`src/rtl/sd_cmd_responder.sv`:
```
`default_nettype none
// ============================================================================
//  Module   : sd_cmd_responder
//  Purpose  : Card-side SD CMD line engine. Receives 48-bit host commands,
//             decodes index/argument and checks the frame, then transmits
//             a 48-bit response (with generated CRC7) in the Ncr window.
//  Revision : 1.0 - initial release
//
//  Parameters
//     NCR_MIN       min clocks from command end bit to response start bit
//     NCR_MAX       last clock after the end bit a response request is taken
//
//  Ports
//     iclk          SD clock, all activity on the rising edge
//     irst_n        asynchronous active-low reset
//     icmd_sd       CMD line as seen by the card (idle high)
//     ocmd_sd       CMD value driven by the card (1 when not enabled)
//     ocmd_sd_en    CMD output enable (pad tristates when low)
//     ocmd_valid    one-cycle pulse: good command decoded
//     ocmd_index    decoded command index (held)
//     ocmd_arg      decoded command argument (held)
//     ocmd_err      one-cycle pulse: CRC or end-bit failure
//     iresp_valid   response request pulse
//     iresp_index   response index field
//     iresp_arg     response payload
//     iresp_nocrc   send 7'h7F in place of the CRC (R3 style)
//     oresp_done    one-cycle pulse after the response end bit
//     oresp_timeout one-cycle pulse when no request arrived in the window
//
//  Build option
//     CMD_CRC_CHECK_EN  when defined, the received command CRC7 is verified
//                       and a mismatch is reported as a bad frame.
// ============================================================================
module sd_cmd_responder #(
   parameter int NCR_MIN = 2,
   parameter int NCR_MAX = 64
) (
   input  logic        iclk,
   input  logic        irst_n,
   input  logic        icmd_sd,
   output logic        ocmd_sd,
   output logic        ocmd_sd_en,
   output logic        ocmd_valid,
   output logic [5:0]  ocmd_index,
   output logic [31:0] ocmd_arg,
   output logic        ocmd_err,
   input  logic        iresp_valid,
   input  logic [5:0]  iresp_index,
   input  logic [31:0] iresp_arg,
   input  logic        iresp_nocrc,
   output logic        oresp_done,
   output logic        oresp_timeout
);

   // Wait counter must hold values up to the larger Ncr bound.
   localparam int NCR_TOP = (NCR_MAX > NCR_MIN) ? NCR_MAX : NCR_MIN;
   localparam int CW      = $clog2(NCR_TOP + 2);
   // Start-bit setup happens one edge before it appears on the line.
   localparam int MIN_M1  = (NCR_MIN > 0) ? NCR_MIN - 1 : 0;

   localparam logic [CW-1:0] C_NCR_MAX = CW'(NCR_MAX);
   localparam logic [CW-1:0] C_GO_CNT  = CW'(MIN_M1);

   typedef enum logic [1:0] {
      ST_IDLE      = 2'd0,
      ST_RX        = 2'd1,
      ST_WAIT_RESP = 2'd2,
      ST_TX        = 2'd3
   } state_t;

   state_t         state_q;
   logic [5:0]     bit_cnt_q;     // index of the bit sampled/driven at this edge
   logic [CW-1:0]  wait_cnt_q;    // clocks elapsed since the command end bit
   logic [6:0]     crc_q;         // shared RX/TX CRC7 register
   logic [37:0]    rx_sr_q;       // received index + argument
   logic [39:0]    tx_sr_q;       // remaining response header/payload bits
   logic           resp_pend_q;   // request taken, waiting for NCR_MIN
   logic [5:0]     resp_index_q;
   logic [31:0]    resp_arg_q;
   logic           resp_nocrc_q;
   logic           cmd_sd_q;
   logic           cmd_sd_en_q;
   logic           cmd_valid_q;
   logic [5:0]     cmd_index_q;
   logic [31:0]    cmd_arg_q;
   logic           cmd_err_q;
   logic           resp_done_q;
   logic           resp_timeout_q;
`ifdef CMD_CRC_CHECK_EN
   logic           crc_bad_q;     // sticky: a received CRC bit disagreed
`endif

   logic [6:0]     crc_rx_d;
   logic [6:0]     crc_tx_d;
   logic           frame_good_d;
   logic [5:0]     sel_index_d;
   logic [31:0]    sel_arg_d;
   logic           sel_nocrc_d;
   logic           resp_go_d;

   // One serial step of CRC7, polynomial x^7 + x^3 + 1.
   function automatic logic [6:0] crc7_step(input logic [6:0] crc, input logic din);
      logic fb;
      fb = din ^ crc[6];
      return {crc[5:0], 1'b0} ^ (fb ? 7'h09 : 7'h00);
   endfunction

   always_comb begin
      crc_rx_d = crc7_step(crc_q, icmd_sd);
      crc_tx_d = crc7_step(crc_q, tx_sr_q[39]);
`ifdef CMD_CRC_CHECK_EN
      frame_good_d = icmd_sd & ~crc_bad_q;
`else
      frame_good_d = icmd_sd;
`endif
      // A request seen this very edge is used directly; otherwise the held one.
      sel_index_d = resp_pend_q ? resp_index_q : iresp_index;
      sel_arg_d   = resp_pend_q ? resp_arg_q   : iresp_arg;
      sel_nocrc_d = resp_pend_q ? resp_nocrc_q : iresp_nocrc;
      resp_go_d   = (resp_pend_q | iresp_valid) && (wait_cnt_q >= C_GO_CNT);
   end

   always_ff @(posedge iclk or negedge irst_n) begin
      if (!irst_n) begin
         state_q        <= ST_IDLE;
         bit_cnt_q      <= '0;
         wait_cnt_q     <= '0;
         crc_q          <= '0;
         rx_sr_q        <= '0;
         tx_sr_q        <= '0;
         resp_pend_q    <= 1'b0;
         resp_index_q   <= '0;
         resp_arg_q     <= '0;
         resp_nocrc_q   <= 1'b0;
         cmd_sd_q       <= 1'b1;
         cmd_sd_en_q    <= 1'b0;
         cmd_valid_q    <= 1'b0;
         cmd_index_q    <= '0;
         cmd_arg_q      <= '0;
         cmd_err_q      <= 1'b0;
         resp_done_q    <= 1'b0;
         resp_timeout_q <= 1'b0;
`ifdef CMD_CRC_CHECK_EN
         crc_bad_q      <= 1'b0;
`endif
      end else begin
         cmd_valid_q    <= 1'b0;
         cmd_err_q      <= 1'b0;
         resp_done_q    <= 1'b0;
         resp_timeout_q <= 1'b0;

         case (state_q)
            ST_IDLE: begin
               if (!icmd_sd) begin
                  // Start bit is 0, so the CRC over it stays at 0.
                  state_q   <= ST_RX;
                  bit_cnt_q <= 6'd1;
                  crc_q     <= '0;
`ifdef CMD_CRC_CHECK_EN
                  crc_bad_q <= 1'b0;
`endif
               end
            end

            ST_RX: begin
               bit_cnt_q <= bit_cnt_q + 6'd1;
               if (bit_cnt_q == 6'd1) begin
                  // Transmission bit 0 means card-to-host traffic: not ours.
                  if (!icmd_sd) begin
                     state_q <= ST_IDLE;
                  end else begin
                     crc_q <= crc_rx_d;
                  end
               end else if (bit_cnt_q < 6'd40) begin
                  rx_sr_q <= {rx_sr_q[36:0], icmd_sd};
                  crc_q   <= crc_rx_d;
               end else if (bit_cnt_q < 6'd47) begin
`ifdef CMD_CRC_CHECK_EN
                  crc_bad_q <= crc_bad_q | (icmd_sd ^ crc_q[6]);
`endif
                  crc_q <= {crc_q[5:0], 1'b0};
               end else begin
                  if (frame_good_d) begin
                     cmd_valid_q <= 1'b1;
                     cmd_index_q <= rx_sr_q[37:32];
                     cmd_arg_q   <= rx_sr_q[31:0];
                     resp_pend_q <= 1'b0;
                     wait_cnt_q  <= CW'(1);
                     state_q     <= ST_WAIT_RESP;
                  end else begin
                     cmd_err_q <= 1'b1;
                     state_q   <= ST_IDLE;
                  end
               end
            end

            ST_WAIT_RESP: begin
               wait_cnt_q <= wait_cnt_q + CW'(1);
               if (resp_go_d) begin
                  // Drive start bit now; the rest of the header follows.
                  cmd_sd_q     <= 1'b0;
                  cmd_sd_en_q  <= 1'b1;
                  tx_sr_q      <= {1'b0, sel_index_d, sel_arg_d, 1'b0};
                  resp_nocrc_q <= sel_nocrc_d;
                  crc_q        <= '0;
                  bit_cnt_q    <= 6'd1;
                  resp_pend_q  <= 1'b0;
                  state_q      <= ST_TX;
               end else if (!resp_pend_q && iresp_valid) begin
                  resp_pend_q  <= 1'b1;
                  resp_index_q <= iresp_index;
                  resp_arg_q   <= iresp_arg;
                  resp_nocrc_q <= iresp_nocrc;
               end else if (!resp_pend_q && (wait_cnt_q == C_NCR_MAX)) begin
                  resp_timeout_q <= 1'b1;
                  state_q        <= ST_IDLE;
               end
            end

            ST_TX: begin
               bit_cnt_q <= bit_cnt_q + 6'd1;
               if (bit_cnt_q < 6'd40) begin
                  cmd_sd_q <= tx_sr_q[39];
                  tx_sr_q  <= {tx_sr_q[38:0], 1'b0};
                  crc_q    <= crc_tx_d;
               end else if (bit_cnt_q < 6'd47) begin
                  // nocrc forces every CRC bit high (7'h7F).
                  cmd_sd_q <= resp_nocrc_q | crc_q[6];
                  crc_q    <= {crc_q[5:0], 1'b0};
               end else if (bit_cnt_q == 6'd47) begin
                  cmd_sd_q <= 1'b1;
               end else begin
                  cmd_sd_q    <= 1'b1;
                  cmd_sd_en_q <= 1'b0;
                  resp_done_q <= 1'b1;
                  state_q     <= ST_IDLE;
               end
            end

            default: state_q <= ST_IDLE;
         endcase
      end
   end

   assign ocmd_sd       = cmd_sd_q;
   assign ocmd_sd_en    = cmd_sd_en_q;
   assign ocmd_valid    = cmd_valid_q;
   assign ocmd_index    = cmd_index_q;
   assign ocmd_arg      = cmd_arg_q;
   assign ocmd_err      = cmd_err_q;
   assign oresp_done    = resp_done_q;
   assign oresp_timeout = resp_timeout_q;

endmodule
`default_nettype wire
```
`config.mk`:
```
export PLATFORM = sky130hd
export DESIGN_NAME = sd_cmd_responder
export DESIGN_NICKNAME = d
export VERILOG_FILES = /design/src/rtl/sd_cmd_responder.sv
export SDC_FILE = /design/constraint.sdc
export NUM_CORES = 1
export LEC_CHECK = 0
export BUFFER_PORTS_ARGS = -buffer_cell sky130_fd_sc_hd__buf_2
export CORE_UTILIZATION = 30
export CTS_CLUSTER_SIZE = 12
export DETAILED_ROUTE_END_ITERATION = 10
export PLACE_DENSITY = 0.53
export SYNTH_ARGS = -nofsm -noshare
export SYNTH_HDL_FRONTEND = slang
export SYNTH_SLANG_ARGS = --single-unit
```
`constraint.sdc`:
```
create_clock -name iclk -period 1.9 [get_ports iclk]
set_input_delay 0.095 -clock iclk [delete_from_list [all_inputs] [get_ports iclk]]
set_output_delay 0.095 -clock iclk [all_outputs]
set_load 0.02 [all_outputs]
```
Yosys cells after proc, flatten, opt, wreduce, memory -nomap -nowiden
Cells that the tools add are included.
Storage, ports and cells
  register bits: 184
  bits of input ports: 43
  output and inout bits: 44
  logic and storage cells: 151
Operators by class
  add/sub/neg operators: 2
  order comparisons: 3
  equality and inequality tests: 24
  multiplexer cells: 73
  bitwise logic cells: 10
  reduce and logical (&&, ||, !) cells: 21
Operators by type and width (number)
  2-to-1 mux 40 bit: 2
  one-hot mux 40 bit (2 select lines): 1
  2-to-1 mux 7 bit: 11
  2-to-1 mux 1 bit: 34
  2-to-1 mux 32 bit: 1
  one-hot mux 7 bit (4 select lines): 1
  2-to-1 mux 2 bit: 12
  != test 2 bit (second input constant): 11
  != test 3 bit (second input constant): 7
  2-to-1 mux 6 bit: 3
  one-hot mux 6 bit (3 select lines): 1
  AND reduction 3 bit: 5
  AND reduction 5 bit: 3
  one-hot mux 7 bit (2 select lines): 1
  XOR 7 x 4 -> 7 bit: 2
  < comparator 6 bit (second input constant): 2
  AND reduction 9 bit: 1
  2-to-1 mux 4 bit: 2
  one-hot mux 2 bit (4 select lines): 1
  adder 7 x 1 -> 7 bit (second input constant): 1
  equality test 7 bit (second input constant): 1
  >= comparator 7 x 1 -> 1 bit (second input constant): 1
  adder 6 x 1 -> 6 bit (second input constant): 1
  equality test 6 x 1 -> 1 bit (second input constant): 1
  other kinds (14): 27

Longest topological paths before layout
Gate-level depths: netlist of the first run.
  depth in word-level cells: 6
  gate-level depth with buffers: 9
  mapped depth without buffers: 7

Least setup slack after synthesis of the first run
Ideal clock, no wire load.
  path type: flip-flop to flip-flop
  from: register wait_cnt_q[0]
  to: register tx_sr_q[1]
  library setup time: 0.095 ns
  arrival time: 1.831 ns
  required time: 1.805 ns
  path slack: -0.027 ns
  cell stages (with the launch flop): 9
  path buffers: 2
  period minus slack after synthesis: 1.927 ns
  path through: dfrtp_1 ha_1 nor4_1 a211oi_1 o21ai_2 buf_2 buf_4 nand2_1 o31ai_1
On the way
  longest elaborated chain between the ends: 4
RTL lines
  from (decl): line 73  | logic [CW-1:0] wait_cnt_q;
  from (signal assigned): line 198  | wait_cnt_q <= wait_cnt_q + CW'(1);
  >= comparator 7 x 1 -> 1 bit: line 120  | resp_go_d = (resp_pend_q | iresp_valid) && (wait_cnt_q >= C_GO_CNT);
  logical AND 1 bit: line 120
  != test 2 bit (no line)
  AND reduction 3 bit (no line)
  to (signal assigned): line 203  | tx_sr_q <= {1'b0, sel_index_d, sel_arg_d, 1'b0};
  to (signal assigned): line 224  | tx_sr_q <= {tx_sr_q[38:0], 1'b0};
  to (decl): line 76  | logic [39:0] tx_sr_q;
Every way passes these cells.
A chain may end at the register's enable or synchronous reset.

Worst setup path after layout of the first run
  from: register bit_cnt_q[0]
  to: register cmd_arg_q[2], in the netlist ocmd_arg[2]
On the way
  longest elaborated chain between the ends: 3
  elaborated cells between the ends (all ways): 7
  those cells by class: 2 x order compare; 1 x eq/ne; 3 x bitwise; 1 x reduce/logical
RTL lines
  from (decl): line 72  | logic [5:0] bit_cnt_q;
  from (signal assigned): line 166  | bit_cnt_q <= bit_cnt_q + 6'd1;
  from (signal assigned): line 221  | bit_cnt_q <= bit_cnt_q + 6'd1;
  < comparator 6 bit, or another cell as far along: line 177  | end else if (bit_cnt_q < 6'd47) begin
  NOT 1 bit (no line)
  AND reduction 5 bit (no line) *
  to (signal assigned): line 186  | cmd_arg_q <= rx_sr_q[31:0];
  to (decl): line 85  | logic [31:0] cmd_arg_q;
Every way passes the cells marked *; elsewhere a longest branch is shown, timed or not.

==> flow_metrics.env, run 1 <==
export IMPL_multi_input_area_um2=3510
export IMPL_pin_count=87
export IMPL_num_vias=5432
export IMPL_synthCells=661
export IMPL_async_reset_ff_frac=1.00
export IMPL_synthTopCellsByCount="182 x dfrtp_1, 82 x mux2_2, 58 x nand2_1"
export IMPL_seq_area_um2=4590
export IMPL_hold_class="input port to register"
export IMPL_grt_overflow=0
export IMPL_final_cells=1180
export IMPL_setup_slack_ps=-9.65
export IMPL_core_area_um2=26200
export IMPL_path_buf_inv=1
export IMPL_clkLatencyLatePin_ps=440
export IMPL_place_inst=1095
export IMPL_synth_top_cell_by_area="dfrtp_1"
export IMPL_synth_seq_cells=183
export IMPL_critPathSlowestCell="dfrtp_2"
export IMPL_clkSinkCount=183
export IMPL_ir_worst_vdd_uv=527
export IMPL_start_util=0.308
export IMPL_max_freq_mhz=524
export IMPL_syn_to_final_growth_pct=33.9
export IMPL_cts_buffers=17
export IMPL_netlist_area_leader_share=0.564
export IMPL_syn_area_um2=8080
export IMPL_drive_gt1_frac=0.394
export IMPL_first_iter_violations=272
export IMPL_cp_data_required_time_ps=2220
export IMPL_drv_slew=0
export IMPL_place_congestion=0.753
export IMPL_drc=7
export IMPL_fin_setup_tns_ps=-9.65
export IMPL_cp_max_fo=8
export IMPL_grt_pass1_wl_um=28100
export IMPL_ys_types=51
export IMPL_portBuffers=86
export IMPL_skew_ps=13.5
export IMPL_die_x_um=166
export IMPL_violations="DRC, setup timing"
export IMPL_die_area_um2=27600
export IMPL_hold_slack_ps=34.6
export IMPL_period_minus_slack_ps=1910
export IMPL_yosysSeqAreaShare=0.567
export IMPL_hold_path_end="resp_pend_q$_DFFE_PN0P_"
export IMPL_cts_tree="done"
export IMPL_path_cells="ha_4 -> nor4b_4 -> a21oi_2 -> and3_4 -> buf_8 -> mux2_2"
export IMPL_grt_setup_unrepaired="yes"
export IMPL_track_usage=0.126
export IMPL_setup_violations_final=1
export IMPL_hold_path_depth=3
export IMPL_critPathLaunch="bit_cnt_q[0]$_DFFE_PN0P_"
export IMPL_syn_num_nets=709
export IMPL_grt_max_degree=60
export IMPL_crit_path_end_kind="register"
export IMPL_grt_pass1_vias=5322
export IMPL_synth_edf_count=0
export IMPL_arrival_ps=2230
export IMPL_r2r_slack_ps=-10
export IMPL_vias_per_cell=4.60
export IMPL_drtPass1Iterations=9
export IMPL_htree_levels=4
export IMPL_antenna_found_initial=0
export IMPL_hold_viol=0
export IMPL_finalInstanceArea_um2=10800
export IMPL_slew_headroom=0.705
export IMPL_wl_um=17600
export IMPL_ant_nets=0
export IMPL_synthTopCellsByArea="dfrtp_1 56%, mux2_2 11%, mux2i_1 5.1%"
export IMPL_p_leak_nw=5.06
export IMPL_synthFlopType="dfrtp_1"
export IMPL_regToRegStartpoint="bit_cnt_q[0]$_DFFE_PN0P_"
export IMPL_critPathLaunchType="register"
export IMPL_worst_slew_pin_slew_ps=442
export IMPL_worstSetupPathType="register to register"
export IMPL_layout_nets=880
export IMPL_cts_root_buf="clkbuf_16"
export IMPL_syn_mean_instance_area_um2=12.2
export IMPL_outcome="complete, but fails checks"
export IMPL_worstReg2RegEnd="ocmd_arg[2]$_DFFE_PN0P_"
export IMPL_placed_cell_area_um2=9280
export IMPL_nFillCells=2459
export IMPL_clock_path_buffers=2
export IMPL_max_stage_delay_ps=460
export IMPL_dpl_hpwl_um=10700
export IMPL_die_h_um=166
export IMPL_p_per_area_nw_per_um2=1150
export IMPL_clk_pin_slew_ps=80
export IMPL_ys_warn_count=0
export IMPL_row_count=59
export IMPL_n_antenna_cell=0
export IMPL_period_share=1.01
export IMPL_min_from="iresp_valid"
export IMPL_yosysMostFrequentCell="dfrtp_1"
export IMPL_routedWlPerCell_um=14.9
export IMPL_drv_cap=0
export IMPL_r2r_cells=6
export IMPL_crit_family="flip-flops"
## cell families (layout without fill, tap and decap cells)
logic type	Yosys count	after routing	synth area share
xor+xnor	9	9	0.00976
simple gates	143	143	0.0812
mux	155	155	0.219
compound gates	118	118	0.0846
flops	183	183	0.567
buf+inv	48	232	0.0305
fa+ha+maj	5	5	0.00775
## placed cells by master (no fill, tap or decap), drive strengths merged, types with 2 or more instances in the layout
cell type,synthesis,final
nor2b,2,2
nand2b,4,4
and2,4,4
nor4,2,2
a21oi,46,46
and4,2,2
nor2,51,51
xnor2,3,3
inv,5,10
a31oi,2,2
and3,2,2
nand2,58,58
dlygate4sd3,0,40
mux2i,41,41
o211ai,3,3
nand4,5,5
dfrtp,182,182
nand3,4,4
xor2,6,6
o21bai,2,2
o31ai,2,2
ha,5,5
clkbuf,18,23
o21ai,49,49
a22o,7,7
mux2,114,114
clkinv,1,10
buf,24,148
a211oi,2,2
nor3,3,3
## metal layers
layer | track usage | vias to the layer above | wire length (µm) | part of all wire
li1 | - | 2657 | - | -
met1 | 0.173 | 2682 | 8680 | 0.49
met2 | 0.198 | 83 | 8320 | 0.47
met3 | 0.0284 | 10 | 452 | 0.026
met4 | 0.0398 | 0 | 140 | 0.0080
met5 | 0 | - | 0 | 0
## layout make-up
| class | instances | share of cell area |
|---|---|---|
| flip-flops and latches | 183 | 0.424 |
| multi-input cells | 430 | 0.324 |
| repair buffers | 194 | 0.151 |
| clock buffers | 17 | 0.0393 |
| well taps | 335 | 0.0388 |
| clock inverters | 15 | 0.0208 |
| inverters | 6 | 0.00208 |
## power breakdown
part	switching (W)	internal [W]	leakage, nW	total (W)
combinational	0.00130	0.00170	2.35	0.00300
sequential	0.000740	0.00485	2.41	0.00559
clock	0.00186	0.00194	0.311	0.00380
## registers in the layout, summed over array words and instances (netlist names)
name	flops
oresp_done	1
resp_pend_q	1
ocmd_arg	32
ocmd_sd_en	1
state_q	2
resp_nocrc_q	1
crc_q	7
rx_sr_q	38
ocmd_sd	1
ocmd_index	6
oresp_timeout	1
tx_sr_q	39
resp_arg_q	32
bit_cnt_q	6
resp_index_q	6
wait_cnt_q	7
ocmd_valid	1
ocmd_err	1
## repair_timing
action                                  in CTS  in global routing
endpoints found under the hold margin       88                  0
cloned                                       0                  7
setup buffers                                0                  6
hold buffers                                40                  0
pin swaps                                    2                 10
resized for setup                            7                 59
endpoints found under the setup margin     141                159
## worst reg2reg max path: cells and delay by family, from the launching register on
family	cells	cell delay, ps
DFF	1	460
and+or+nand+nor	2	460
muxes	1	340
adders and majority gates	1	180
buffers and inverters	1	180
AOI/OAI and AO/OA	1	170
## metrics by stage
stage                     power, W   util  worst slack, ps
after global routing        0.0132  0.413            -93.2
after global placement     0.00827  0.354            -71.1
final                       0.0124  0.413            -9.65
after CTS                   0.0123  0.396             2.74
after floorplan            0.00736      -             12.8
after detailed placement   0.00834  0.354             -134
## how the worst max path moves through the flow
stage / end / depth (start not counted)
finish: ocmd_arg[2]$_DFFE_PN0P_ / 6
floorplan: ocmd_arg[17]$_DFFE_PN0P_ / 7
detailed placement: resp_arg_q[28]$_DFFE_PN0P_ / 5
global placement: resp_arg_q[27]$_DFFE_PN0P_ / 5
global route: ocmd_arg[2]$_DFFE_PN0P_ / 7
CTS: ocmd_arg[11]$_DFFE_PN0P_ / 6
Power figures use the tool's default switching activity.
==> run 2, diff against run 1 <==
--- a/config.mk
+++ b/config.mk
@@ -6,6 +6,7 @@
 export NUM_CORES = 1
 export LEC_CHECK = 0
 export BUFFER_PORTS_ARGS = -buffer_cell sky130_fd_sc_hd__buf_2
+export CORE_ASPECT_RATIO = 1.5
 export CORE_UTILIZATION = 30
 export CTS_CLUSTER_SIZE = 12
 export DETAILED_ROUTE_END_ITERATION = 10
==> run 2 against run 1 <==
Against the previous run: setup slack better by 40 ps; the flow now finishes without violations; register-to-register slack better by 40 ps; largest power group unchanged; largest cell class unchanged; critical path depth unchanged; worst hold slack about the same; count of clock-buffer cells in the layout up 1; highest routed layer unchanged; sequential power down 1%; sequential share of layout area up 1.6 points; clock skew down 3.8 ps.
==> flow_metrics.env, run 2 (synthesis gave the netlist of run 1 again) <==
export IMPL_outcome="complete, no violations"
export IMPL_drv_cap=0
export IMPL_max_stage_delay_ps=400
export IMPL_nFillCells=2603
export IMPL_die_x_um=136
export IMPL_row_count=73
export IMPL_die_area_um2=27600
export IMPL_hold_viol=0
export IMPL_drv_slew=0
export IMPL_place_congestion=0.764
export IMPL_fin_setup_tns_ps=0
export IMPL_final_core_util=0.393
export IMPL_first_iter_violations=157
export IMPL_arrival_ps=2170
export IMPL_portBuffers=86
export IMPL_clk_pin_slew_ps=70
export IMPL_antenna_found_initial=0
export IMPL_reg_top3="tx_sr_q (39), rx_sr_q (38)"
export IMPL_routedWlPerCell_um=13.9
export IMPL_layout_common_cells="180 x dfrtp_1, 85 x buf_2, 82 x mux2_2"
export IMPL_n_antenna_cell=0
export IMPL_cp_data_required_time_ps=2210
export IMPL_htree_levels=4
export IMPL_grt_pass1_vias=5495
export IMPL_hold_slack_ps=34.6
export IMPL_hold_class="input port to register"
export IMPL_cp_max_fo=16
export IMPL_grt_max_degree=78
export IMPL_min_from="iresp_valid"
export IMPL_num_vias=5379
export IMPL_period_minus_slack_ps=1870
export IMPL_seq_area_um2=4580
export IMPL_drive_gt1_frac=0.352
export IMPL_place_inst=1091
export IMPL_worst_slew_pin_slew_ps=483
export IMPL_die_h_um=203
export IMPL_finalInstanceArea_um2=10400
export IMPL_placed_cell_area_um2=9230
export IMPL_final_cells=1166
export IMPL_max_freq_mhz=535
export IMPL_cts_buffers=17
export IMPL_dpl_hpwl_um=10700
export IMPL_final_common_cell="dfrtp_1"
export IMPL_pin_count=87
export IMPL_p_leak_nw=4.88
export IMPL_drtPass1Iterations=4
export IMPL_track_usage=0.123
export IMPL_r2r_cells=6
export IMPL_cts_root_buf="clkbuf_16"
export IMPL_start_util=0.305
export IMPL_slew_headroom=0.678
export IMPL_vias_per_cell=4.61
export IMPL_regMostFlops="tx_sr_q"
export IMPL_cts_tree="done"
export IMPL_drc=0
export IMPL_clkLatencyLatePin_ps=420
export IMPL_regToRegStartpoint="bit_cnt_q[0]$_DFFE_PN0P_"
export IMPL_largest_reg_flops=39
export IMPL_path_cells="ha_1 -> nor4b_4 -> a21oi_2 -> and3_4 -> buf_12 -> mux2_2"
export IMPL_critPathLaunch="bit_cnt_q[0]$_DFFE_PN0P_"
export IMPL_p_per_area_nw_per_um2=1190
export IMPL_skew_ps=9.72
export IMPL_critPathLaunchType="register"
export IMPL_critPathSlowestCell="dfrtp_1"
export IMPL_ir_worst_vdd_uv=708
export IMPL_worstReg2RegEnd="ocmd_arg[1]$_DFFE_PN0P_"
export IMPL_setup_violations_final=0
export IMPL_grt_pass1_wl_um=27200
export IMPL_clkSinkCount=183
export IMPL_hold_path_depth=3
export IMPL_worstSetupPathType="register to register"
export IMPL_layout_nets=865
export IMPL_syn_to_final_growth_pct=28.9
export IMPL_wl_um=16200
export IMPL_hold_path_end="resp_pend_q$_DFFE_PN0P_"
export IMPL_ant_nets=0
export IMPL_period_share=0.984
export IMPL_clock_path_buffers=2
export IMPL_crit_path_end_kind="register"
export IMPL_path_buf_inv=1
export IMPL_grt_setup_unrepaired="yes"
export IMPL_r2r_slack_ps=30
export IMPL_grt_overflow=0
export IMPL_core_area_um2=26500
export IMPL_multi_input_area_um2=3330
export IMPL_crit_family="simple AND/OR/NAND/NOR gates"
-- run 2: routing by layer --
layer / part of all wire / track usage / wire [µm] / up-vias
met1: 0.45 / 0.152 / 7330 / 2631
met2: 0.50 / 0.210 / 8090 / 98
met4: 0.015 / 0.0456 / 250 / 0
met3: 0.034 / 0.0242 / 558 / 17
li1: - / - / - / 2633
met5: 0 / 0 / 0 / -
-- run 2: worst max path at each step --
stage | cells after the start | slack, ps | to
after floorplan | 7 | 10 | ocmd_arg[17]$_DFFE_PN0P_
after global placement | 6 | -50 | tx_sr_q[1]$_DFFE_PN0P_
after detailed placement | 6 | -30 | tx_sr_q[1]$_DFFE_PN0P_
after CTS | 6 | 1 | ocmd_arg[14]$_DFFE_PN0P_
after global routing | 6 | -30 | ocmd_arg[1]$_DFFE_PN0P_
final | 6 | 30 | ocmd_arg[1]$_DFFE_PN0P_
-- run 2: tightest hold or removal path, delay by kind of cell --
family	cells	cell delay [ps]
buffers and inverters	1	120
AO/OA/AOI/OAI	2	200
-- run 2: cell type report --
cell class                 instances  area share
timing repair buffer             179       0.135
sequential                       183       0.440
inverter                           6     0.00216
clock buffer                      18      0.0412
multi-input combinational        430       0.320
tap                              337      0.0405
clock inverter                    13      0.0210
-- run 2: power breakdown --
group / total, W / internal (W) / leakage (nW) / switching, W
registers: 0.00553 / 0.00485 / 2.41 / 0.000682
clock network: 0.00391 / 0.00236 / 0.311 / 0.00155
logic: 0.00296 / 0.00167 / 2.16 / 0.00129
total: 0.0124 / 0.00888 / 4.88 / 0.00353
-- run 2: metrics by stage --
step | power, W | worst slack [ps]
final | 0.0124 | 30.8
after global routing | 0.0132 | -34.8
after CTS | 0.0124 | 1.19
after detailed placement | 0.00835 | -32.2
after global placement | 0.00828 | -53.7
after floorplan | 0.00736 | 12.8
-- run 2: repair_timing --
item,4_1_cts,5_1_grt
gates resized for setup,2,12
cloned,0,2
pin swaps,1,1
buffers inserted,0,1
setup endpoints to repair,27,97
hold endpoints to repair,86,0
hold buffers,41,0
==> run 3, diff against run 2 <==
--- a/config.mk
+++ b/config.mk
@@ -5,6 +5,7 @@
 export SDC_FILE = /design/constraint.sdc
 export NUM_CORES = 1
 export LEC_CHECK = 0
+export ABC_AREA = 1
 export BUFFER_PORTS_ARGS = -buffer_cell sky130_fd_sc_hd__buf_2
 export CORE_ASPECT_RATIO = 1.5
 export CORE_UTILIZATION = 30
==> constraint.sdc (replaced) <==
create_clock -name iclk -period 1.9 [get_ports iclk]
set_input_delay 0.57 -clock iclk [delete_from_list [all_inputs] [get_ports iclk]]
set_output_delay 0.57 -clock iclk [all_outputs]
set_load 0.02 [all_outputs]
==> run 3 against run 2 <==
Against the previous run: maximum frequency grew 7.5%; flip-flop and latch count is the same; via count up 18%; sequential power increased by 2%; first-iteration DRC count up 45%; synthesized cell count rose by 50%; clock skew about the same; core utilization shrank 3.6 points; count of clock-buffer cells in the layout unchanged; clock power down 10%; critical path type unchanged; largest cell class unchanged.
==> flow_metrics.env, run 3 <==
export IMPL_outcome="complete, no violations"
export IMPL_portBuffers=86
export IMPL_wl_um=17100
export IMPL_synthTopCellsByArea="dfrtp_1 53%, nand2_1 12%, o21ai_0 6.6%"
export IMPL_start_util=0.306
export IMPL_ys_types=36
export IMPL_core_area_um2=28100
export IMPL_routedWlPerCell_um=11.9
export IMPL_nFillCells=2968
export IMPL_cts_tree="done"
export IMPL_largest_reg_flops=39
export IMPL_vias_per_cell=4.43
export IMPL_ir_worst_vdd_uv=913
export IMPL_cts_post_setup_buffers_inserted=0
export IMPL_grt_setup_unrepaired="no"
export IMPL_drtPass1Iterations=4
export IMPL_grt_overflow=0
export IMPL_cts_hold_fix_buffers=0
export IMPL_cts_resized=0
export IMPL_clkLatencyLatePin_ps=440
export IMPL_synth_seq_cells=183
export IMPL_drv_slew=0
export IMPL_cp_data_required_time_ps=2220
export IMPL_setup_violations_final=0
export IMPL_pin_count=87
export IMPL_period_minus_slack_ps=1740
export IMPL_antenna_found_initial=0
export IMPL_grt_pass1_wl_um=29600
export IMPL_syn_to_final_growth_pct=16.7
export IMPL_hold_slack_ps=99.6
export IMPL_regMostFlops="tx_sr_q"
export IMPL_synthFlopType="dfrtp_1"
export IMPL_synthTopCellsByCount="275 x nand2_1, 182 x dfrtp_1, 114 x o21ai_0"
export IMPL_cts_buffers=17
export IMPL_syn_num_nets=1042
export IMPL_drive_gt1_frac=0.192
export IMPL_drv_cap=0
export IMPL_synth_top_cell_by_area="dfrtp_1"
export IMPL_track_usage=0.126
export IMPL_first_iter_violations=227
export IMPL_setup_slack_ps=161
export IMPL_cts_root_buf="clkbuf_16"
export IMPL_row_count=75
export IMPL_syn_mean_instance_area_um2=8.64
export IMPL_clk_pin_slew_ps=70
export IMPL_syn_area_um2=8590
export IMPL_cp_max_fo=7
export IMPL_place_ws_ps=153
export IMPL_fin_setup_tns_ps=0
export IMPL_worst_slew_pin_slew_ps=443
export IMPL_yosysSeqAreaShare=0.533
export IMPL_clock_path_buffers=2
export IMPL_n_antenna_cell=0
export IMPL_period_share=0.915
export IMPL_p_per_area_nw_per_um2=1450
export IMPL_synth_edf_count=0
export IMPL_max_freq_mhz=575
export IMPL_drc=0
export IMPL_ys_warn_count=0
export IMPL_r2r_cells=7
export IMPL_die_x_um=140
export IMPL_synthCells=994
export IMPL_arrival_ps=2060
export IMPL_skew_ps=9.98
export IMPL_final_common_cell="nand2_1"
export IMPL_worstSetupPathType="register to register"
export IMPL_async_reset_ff_frac=1.00
export IMPL_yosysMostFrequentCell="nand2_1"
export IMPL_clkSinkCount=183
export IMPL_grt_max_degree=77
export IMPL_die_area_um2=29300
export IMPL_die_h_um=209
export IMPL_hold_viol=0
export IMPL_slew_headroom=0.705
export IMPL_htree_levels=4
export IMPL_hold_class="input port to asynchronous set/reset pin"
export IMPL_dpl_hpwl_um=11600
export IMPL_netlist_area_leader_share=0.530
export IMPL_reg_top3="tx_sr_q (39), rx_sr_q (38)"
export IMPL_place_congestion=0.779
export IMPL_critPathLaunchType="register"
export IMPL_grt_pass1_vias=6166
export IMPL_num_vias=6361
export IMPL_layout_nets=1125
export IMPL_p_leak_nw=4.89
export IMPL_crit_path_end_kind="register"
export IMPL_layout_common_cells="275 x nand2_1, 182 x dfrtp_1, 114 x o21ai_0"
export IMPL_ant_nets=0
run 3: routing by layer:
metal | wire length [µm] | track usage
met5 | 0 | 0
met4 | 233 | 0.0455
met3 | 566 | 0.0293
met2 | 8270 | 0.212
met1 | 7990 | 0.155
run 3: cell type report:
class                           count  area, µm²  area share
Clock buffer                       18        439      0.0438
Clock inverter                     14        139      0.0139
Sequential cell                   183       4580       0.457
Multi-Input combinational cell    649       3230       0.322
Tap cell                          346        433      0.0432
Inverter                          109        409      0.0408
Timing Repair Buffer              117        797      0.0795
run 3: logic make-up after synthesis:
| kind of cell | synth area share |
|---|---|
| adder cells (fa/ha/maj) | 0.00729 |
| XOR/XNOR | 0.00816 |
| flip-flops | 0.533 |
| AND/OR/NAND/NOR | 0.185 |
| buffers and inverters | 0.0919 |
| AO/OA/AOI/OAI | 0.174 |
run 3: power breakdown:
part / internal (W) / switching (W) / leakage (nW) / total (W)
logic: 0.00212 / 0.00325 / 2.22 / 0.00537
clock network: 0.00188 / 0.00164 / 0.282 / 0.00352
registers: 0.00501 / 0.000630 / 2.39 / 0.00564
run 3: metrics by stage:
stage,instance area [µm²],utilization,power (W),std cells
global route,10000,0.357,0.0158,1436
detailed placement,9440,0.336,0.0112,1404
floorplan,8590,-,0.0100,994
finish,10000,0.357,0.0145,1436
global placement,9440,0.336,0.0111,1404
CTS,10000,0.357,0.0148,1436
run 3: path summary, 6_finish.rpt:
path                                         endpoint                 startpoint  slack [ps]
setup reg to reg                 crc_q[0]$_DFFE_PN0P_     state_q[0]$_DFFE_PN0P_         160
hold reg to reg             ocmd_index[5]$_DFFE_PN0P_  ocmd_index[5]$_DFFE_PN0P_         470
setup / recovery                 crc_q[0]$_DFFE_PN0P_     state_q[0]$_DFFE_PN0P_         160
min in group iclk          resp_arg_q[18]$_DFFE_PN0P_              iresp_arg[18]         380
hold / removal                rx_sr_q[10]$_DFFE_PN0P_                     irst_n         100
max in group asynchronous         ocmd_sd$_DFFE_PN1P_                     irst_n        1210
run 3: critical path: stages (launching register included):
cell,delay (ps)
dfrtp_1,560
buf_4,200
inv_1,120
nand3_1,170
a21boi_2,220
nand2_1,200
nand2_1,110
nand2_1,60
